### src/rtl/cv32e40p_hamming_pkg.sv
// Shared widths, the code-position map and the decoded-beat record for the
// (38,32) Hamming decoder.
package cv32e40p_hamming_pkg;

  localparam int DATA_W   = 32;
  localparam int PARITY_W = 6;
  localparam int CODE_W   = 38;
  localparam int MAX_POS  = 38;

  // Code position (1..38) of each data bit: the non-power-of-two positions in
  // ascending order.  Parity bit k sits at position 2**k and is not listed.
  localparam logic [PARITY_W-1:0] DATA_POS [DATA_W] = '{
    6'd3,  6'd5,  6'd6,  6'd7,  6'd9,  6'd10, 6'd11, 6'd12,
    6'd13, 6'd14, 6'd15, 6'd17, 6'd18, 6'd19, 6'd20, 6'd21,
    6'd22, 6'd23, 6'd24, 6'd25, 6'd26, 6'd27, 6'd28, 6'd29,
    6'd30, 6'd31, 6'd33, 6'd34, 6'd35, 6'd36, 6'd37, 6'd38
  };

  // One decoded beat as it sits in the output stage.
  typedef struct packed {
    logic [DATA_W-1:0]   data;
    logic [PARITY_W-1:0] syndrome;
    logic                corrected;
    logic                uncorrectable;
  } result_t;

  // A non-zero syndrome that lands on a real code position names a single bit.
  function automatic logic syn_in_range(input logic [PARITY_W-1:0] syn);
    return (syn != '0) && (syn <= PARITY_W'(MAX_POS));
  endfunction

endpackage

### src/rtl/cv32e40p_hamming_syndrome.sv
// Purely combinational syndrome generator: each syndrome bit re-checks one
// parity group against the received parity bit.
module cv32e40p_hamming_syndrome
  import cv32e40p_hamming_pkg::*;
(
  input  logic [CODE_W-1:0]   code,
  output logic [PARITY_W-1:0] syndrome
);

  // mask_bits[j][i] is data bit i when its position has bit j set.
  logic [PARITY_W-1:0][DATA_W-1:0] mask_bits;

  genvar gi, gj;
  generate
    for (gj = 0; gj < PARITY_W; gj++) begin : g_syn
      for (gi = 0; gi < DATA_W; gi++) begin : g_bit
        assign mask_bits[gj][gi] = code[gi] & DATA_POS[gi][gj];
      end
      assign syndrome[gj] = code[DATA_W+gj] ^ (^mask_bits[gj]);
    end
  endgenerate

endmodule

### src/rtl/cv32e40p_hamming_decoder.sv
// Two-stage elastic Hamming(38,32) decoder with single-error correction and
// saturating corrected/uncorrectable beat counters.
module cv32e40p_hamming_decoder
  import cv32e40p_hamming_pkg::*;
#(
  parameter int          CNT_WIDTH  = 16,
  parameter int unsigned CORRECT_EN = 1
) (
  input  logic                 clk,
  input  logic                 rst_n,
  input  logic                 valid_i,
  output logic                 ready_o,
  input  logic [CODE_W-1:0]    code_i,
  output logic                 valid_o,
  input  logic                 ready_i,
  output logic [DATA_W-1:0]    data_o,
  output logic [PARITY_W-1:0]  syndrome_o,
  output logic                 corrected_o,
  output logic                 uncorrectable_o,
  input  logic                 clear_cnt_i,
  output logic [CNT_WIDTH-1:0] corr_cnt_o,
  output logic [CNT_WIDTH-1:0] uncorr_cnt_o
);

  logic                s1_valid_reg;
  logic [DATA_W-1:0]   s1_data_reg;
  logic [PARITY_W-1:0] s1_syn_reg;
  logic                s2_valid_reg;
  result_t             s2_result_reg;

  logic                s1_ready;
  logic                s2_ready;
  logic [PARITY_W-1:0] syn_next;
  logic [DATA_W-1:0]   flip_mask;
  result_t             result_next;

  // Each stage may load when it is empty or its contents move on this cycle.
  assign s2_ready = !s2_valid_reg || ready_i;
  assign s1_ready = !s1_valid_reg || s2_ready;
  assign ready_o  = s1_ready;

  cv32e40p_hamming_syndrome u_syndrome (
    .code     (code_i),
    .syndrome (syn_next)
  );

  // Stage 1 captures the data bits together with their syndrome.
  always_ff @(posedge clk or negedge rst_n) begin
    if (!rst_n) begin
      s1_valid_reg <= 1'b0;
      s1_data_reg  <= '0;
      s1_syn_reg   <= '0;
    end else if (s1_ready) begin
      s1_valid_reg <= valid_i;
      if (valid_i) begin
        s1_data_reg <= code_i[DATA_W-1:0];
        s1_syn_reg  <= syn_next;
      end
    end
  end

  // A syndrome equal to a data position selects exactly that bit; parity
  // positions and out-of-range syndromes match no entry and flip nothing.
  genvar gi;
  generate
    for (gi = 0; gi < DATA_W; gi++) begin : g_flip
      assign flip_mask[gi] = (CORRECT_EN != 0) && (s1_syn_reg == DATA_POS[gi]);
    end
  endgenerate

  // Classify the stage-1 syndrome and build the corrected beat.
  always_comb begin
    result_next               = '0;
    result_next.syndrome      = s1_syn_reg;
    result_next.corrected     = syn_in_range(s1_syn_reg);
    result_next.uncorrectable = s1_syn_reg > PARITY_W'(MAX_POS);
    result_next.data          = s1_data_reg ^ flip_mask;
  end

  // Stage 2 holds the decoded beat; it only changes when it can be replaced.
  always_ff @(posedge clk or negedge rst_n) begin
    if (!rst_n) begin
      s2_valid_reg  <= 1'b0;
      s2_result_reg <= '0;
    end else if (s2_ready) begin
      s2_valid_reg <= s1_valid_reg;
      if (s1_valid_reg) begin
        s2_result_reg <= result_next;
      end
    end
  end

  assign valid_o         = s2_valid_reg;
  assign data_o          = s2_result_reg.data;
  assign syndrome_o      = s2_result_reg.syndrome;
  assign corrected_o     = s2_result_reg.corrected;
  assign uncorrectable_o = s2_result_reg.uncorrectable;

  // Counter 0 tracks corrected beats, counter 1 uncorrectable beats; both
  // count only beats actually taken downstream.
  logic [1:0]                    cnt_hit;
  logic [1:0][CNT_WIDTH-1:0]     cnt_all;

  assign cnt_hit[0] = s2_valid_reg && ready_i && s2_result_reg.corrected;
  assign cnt_hit[1] = s2_valid_reg && ready_i && s2_result_reg.uncorrectable;

  generate
    for (gi = 0; gi < 2; gi++) begin : g_cnt
      logic [CNT_WIDTH-1:0] cnt_reg;

      // Saturating counter; a clear request overrides a coincident increment.
      always_ff @(posedge clk or negedge rst_n) begin
        if (!rst_n) begin
          cnt_reg <= '0;
        end else if (clear_cnt_i) begin
          cnt_reg <= '0;
        end else if (cnt_hit[gi] && (cnt_reg != '1)) begin
          cnt_reg <= cnt_reg + CNT_WIDTH'(1);
        end
      end

      assign cnt_all[gi] = cnt_reg;
    end
  endgenerate

  assign corr_cnt_o   = cnt_all[0];
  assign uncorr_cnt_o = cnt_all[1];

endmodule

### config.mk
export PLATFORM = sky130hd
export DESIGN_NAME = cv32e40p_hamming_decoder
export DESIGN_NICKNAME = d
export VERILOG_FILES = /design/src/rtl/cv32e40p_hamming_pkg.sv /design/src/rtl/cv32e40p_hamming_syndrome.sv /design/src/rtl/cv32e40p_hamming_decoder.sv
export SDC_FILE = /design/constraint.sdc
export NUM_CORES = 1
export LEC_CHECK = 0
export CORE_UTILIZATION = 52
export DETAILED_ROUTE_END_ITERATION = 6
export PLACE_DENSITY_LB_ADDON = 0.25
export SLEW_MARGIN = 20
export SYNTH_ARGS = -nofsm -noshare
export SYNTH_HDL_FRONTEND = slang
export SYNTH_SLANG_ARGS = --single-unit
export TNS_END_PERCENT = 10
### constraint.sdc
create_clock -name clk -period 1.94 [get_ports clk]
set_clock_uncertainty 0.05 [all_clocks]
set_input_delay 0.582 -clock clk [delete_from_list [all_inputs] [get_ports clk]]
set_output_delay 0.582 -clock clk [all_outputs]
set_load 0.05 [all_outputs]
==> results.toml <==
[status]
outcome = "complete, no violations"

[drt]
avgRoutedWirePerCell_um = 16.7
wl_um = 14800
drtPass1Iterations = 5
vias_per_cell = 5.39
drc = 0
detail_route.iter0.violations = 147
ant_nets = 0
num_vias = 4759

[floorplanning]
die_x_um = 107
rows = 38
die_y_um = 107
fp.dieArea_mm2 = 0.0115
design.core.area_mm2 = 0.0108
num_io_pins = 117
initial_utilization = 0.533

[synthesis]
synth_warnings = 0
ys.flop_type = "dfrtp_1"
synth_edf_count = 0
synth_seq_area_share = 0.485
syn_nets = 612
synth_seq_cells = 112
synth_cell_types = 41
async_reset_ff_frac = 1.00
synthCells = 567
netlist_area_mm2 = 0.00578
syn_avg_cell_area_um2 = 10.2

[pwr]
ir_worst_vdd_v = 0.000652
static-leakage-power_nw = 3.69
power_mw = 8.31
power.density_mw_per_mm2 = 1010

[critical_path]
critPathCaptureType = "flop"
worstPathArrival_ns = 2.14
worstPathRequired_ns = 2.16
slowest_stage = "or4_4"
crit_fanout = 6
cp-start-kind = "flop"
path_cells = "nand4_1 -> or4_4 -> nor4_2 -> xnor2_1 -> nor2_1"
critPathKind = "reg2reg"
critPathMaxStageDelay_ns = 0.53
cp.buffers_inverters = 0
cp_top_family = "simple AND/OR/NAND/NOR gates"

[layout]
nets = 783
multi_input_area_mm2 = 0.00307
antenna_cells = 0
stdcell_area_mm2 = 0.00823
area_growth_pct = 42.3
layout_common_cells = "110 x buf_4, 105 x dfrtp_1, 87 x nand2_1"
regArea_mm2 = 0.00281
layout.cells.non_filler = 883
layout-drive-gt1-share = 0.300
final_common_cell = "buf_4"
nFillCells = 739

[placed_design]
port-buffer-count = 116
dpl_cell_area_mm2 = 0.00776
dp_hpwl_um = 10800
numPlacedInstances = 863
routabilityCongestion = 0.871

[hold_path]
hold_path.class = "reg2reg"

[cts]
cts_tree = "done"
clkSinkCount = 112
clockBufferDepth = 2
h-tree-depth = 3
cts_made_buffers = 9
insertion_delay_ns = 0.39
cts-root-buf = "clkbuf_8"
cts.clk_slew.worst_paths_ns = 0.11

[timing]
fmax_mhz = 520
finalHoldViolations = 0
post-route-min-period_ns = 1.92
post-route-period-util = 0.992
setup_viol = 0
slew_headroom = 0.596
maxSlewViolCount = 0
worst_pin_slew_ns = 0.599
rsz0062_at_grt = "true"

[job]
max_cap_violations = 0

[global_route]
grt_pass1_wl_um = 23300
track_usage = 0.264
grt_max_degree = 60
antenna_found_initial = 0
grt_pass1_vias = 4701
grt_overflow = 0
==> through the flow <==
stage          utilization  hold WS (ns)  setup WS (ns)  TNS, ns
6_report             0.759         0.442         0.0154        0
5_1_grt              0.759         0.463        -0.0238  -0.0957
4_1_cts              0.747         0.444        -0.0106  -0.0109
3_5_place_dp         0.716         0.404         -0.614   -31.07
3_3_place_gp         0.716         0.402         -0.570   -28.42
2_1_floorplan            -         0.236         -0.172    -5.89
==> metal layers <==
layer | vias to the layer above | track usage | wire, um
met5 | - | 0 | 0
met4 | 0 | 0.102 | 295
met3 | 28 | 0.0369 | 820
met2 | 185 | 0.462 | 7560
met1 | 2298 | 0.331 | 6080
li1 | 2248 | - | -
==> worst min-delay path, stage by stage (launching register included) <==
cell and delay, ns:
dfrtp_1 0.36, nand2_1 0.05, nand2_1 0.05
==> area by class of cell <==
| type | instances | share of cell area |
|---|---|---|
| sequential | 112 | 0.342 |
| clock inverter | 7 | 0.0173 |
| multi-input combinational | 426 | 0.373 |
| timing repair buffer | 184 | 0.230 |
| clock buffer | 9 | 0.0151 |
| inverter | 5 | 0.00228 |
| tap | 140 | 0.0213 |
==> path summary, 6_finish.rpt <==
kind,startpoint,endpoint,slack [ns],cells after the start
worst max-delay path,uncorr_cnt_o[5]$_DFFE_PN0P_,uncorr_cnt_o[15]$_DFFE_PN0P_,0.02,5
worst min-delay path,syndrome_o[5]$_DFFE_PN0P_,syndrome_o[5]$_DFFE_PN0P_,0.44,2
worst max register to register,uncorr_cnt_o[5]$_DFFE_PN0P_,uncorr_cnt_o[15]$_DFFE_PN0P_,0.02,5
worst min register to register,syndrome_o[5]$_DFFE_PN0P_,syndrome_o[5]$_DFFE_PN0P_,0.44,2
max in group asynchronous,rst_n,s1_data_reg[29]$_DFFE_PN0P_,0.73,3
min in group asynchronous,rst_n,corr_cnt_o[3]$_DFFE_PN0P_,0.53,2
==> logic make-up after synthesis <==
kind of cell / count (synthesis) / synth area share
xor gates and xnor gates: 115 / 0.191
muxes: 34 / 0.0658
AOI/OAI and AO/OA: 66 / 0.0665
and+or+nand+nor: 209 / 0.168
adders and majority gates: 2 / 0.00433
buffers and inverters: 29 / 0.0191
DFF: 112 / 0.485
==> cells in the mapped netlist, drive strengths merged, types with 5 or more instances <==
master	n	area [um^2]
nand2	89	334
xor2	44	385
nand2b	7	43.8
nor2b	5	31.3
clkbuf	23	86.3
xnor2	64	561
a21oi	6	30.0
xnor3	7	158
nand3	26	135
dfrtp	112	2800
nor2	41	154
nor3	7	35.0
nand4	8	50.1
mux2	32	360
o21ai	43	215
a211oi	9	67.6
inv	5	18.8
==> power by group <==
group | switching [mW] | internal, mW | total (mW) | leakage (nW)
clock network | 0.836 | 0.993 | 1.83 | 0.134
logic | 2.00 | 1.34 | 3.33 | 2.15
registers | 0.403 | 2.74 | 3.15 | 1.40
total | 3.24 | 5.07 | 8.31 | 3.69
==> repair_timing <==
| item | 4_1_cts | 5_1_grt |
|---|---|---|
| setup buffers | 2 | 1 |
| setup endpoints to repair | 47 | 19 |
| hold buffers | 1 | 0 |
| pin swaps | 6 | 11 |
| resized for setup | 18 | 30 |
| hold endpoints to repair | 12 | 0 |
No activity file was read; power rests on OpenSTA's default activity.
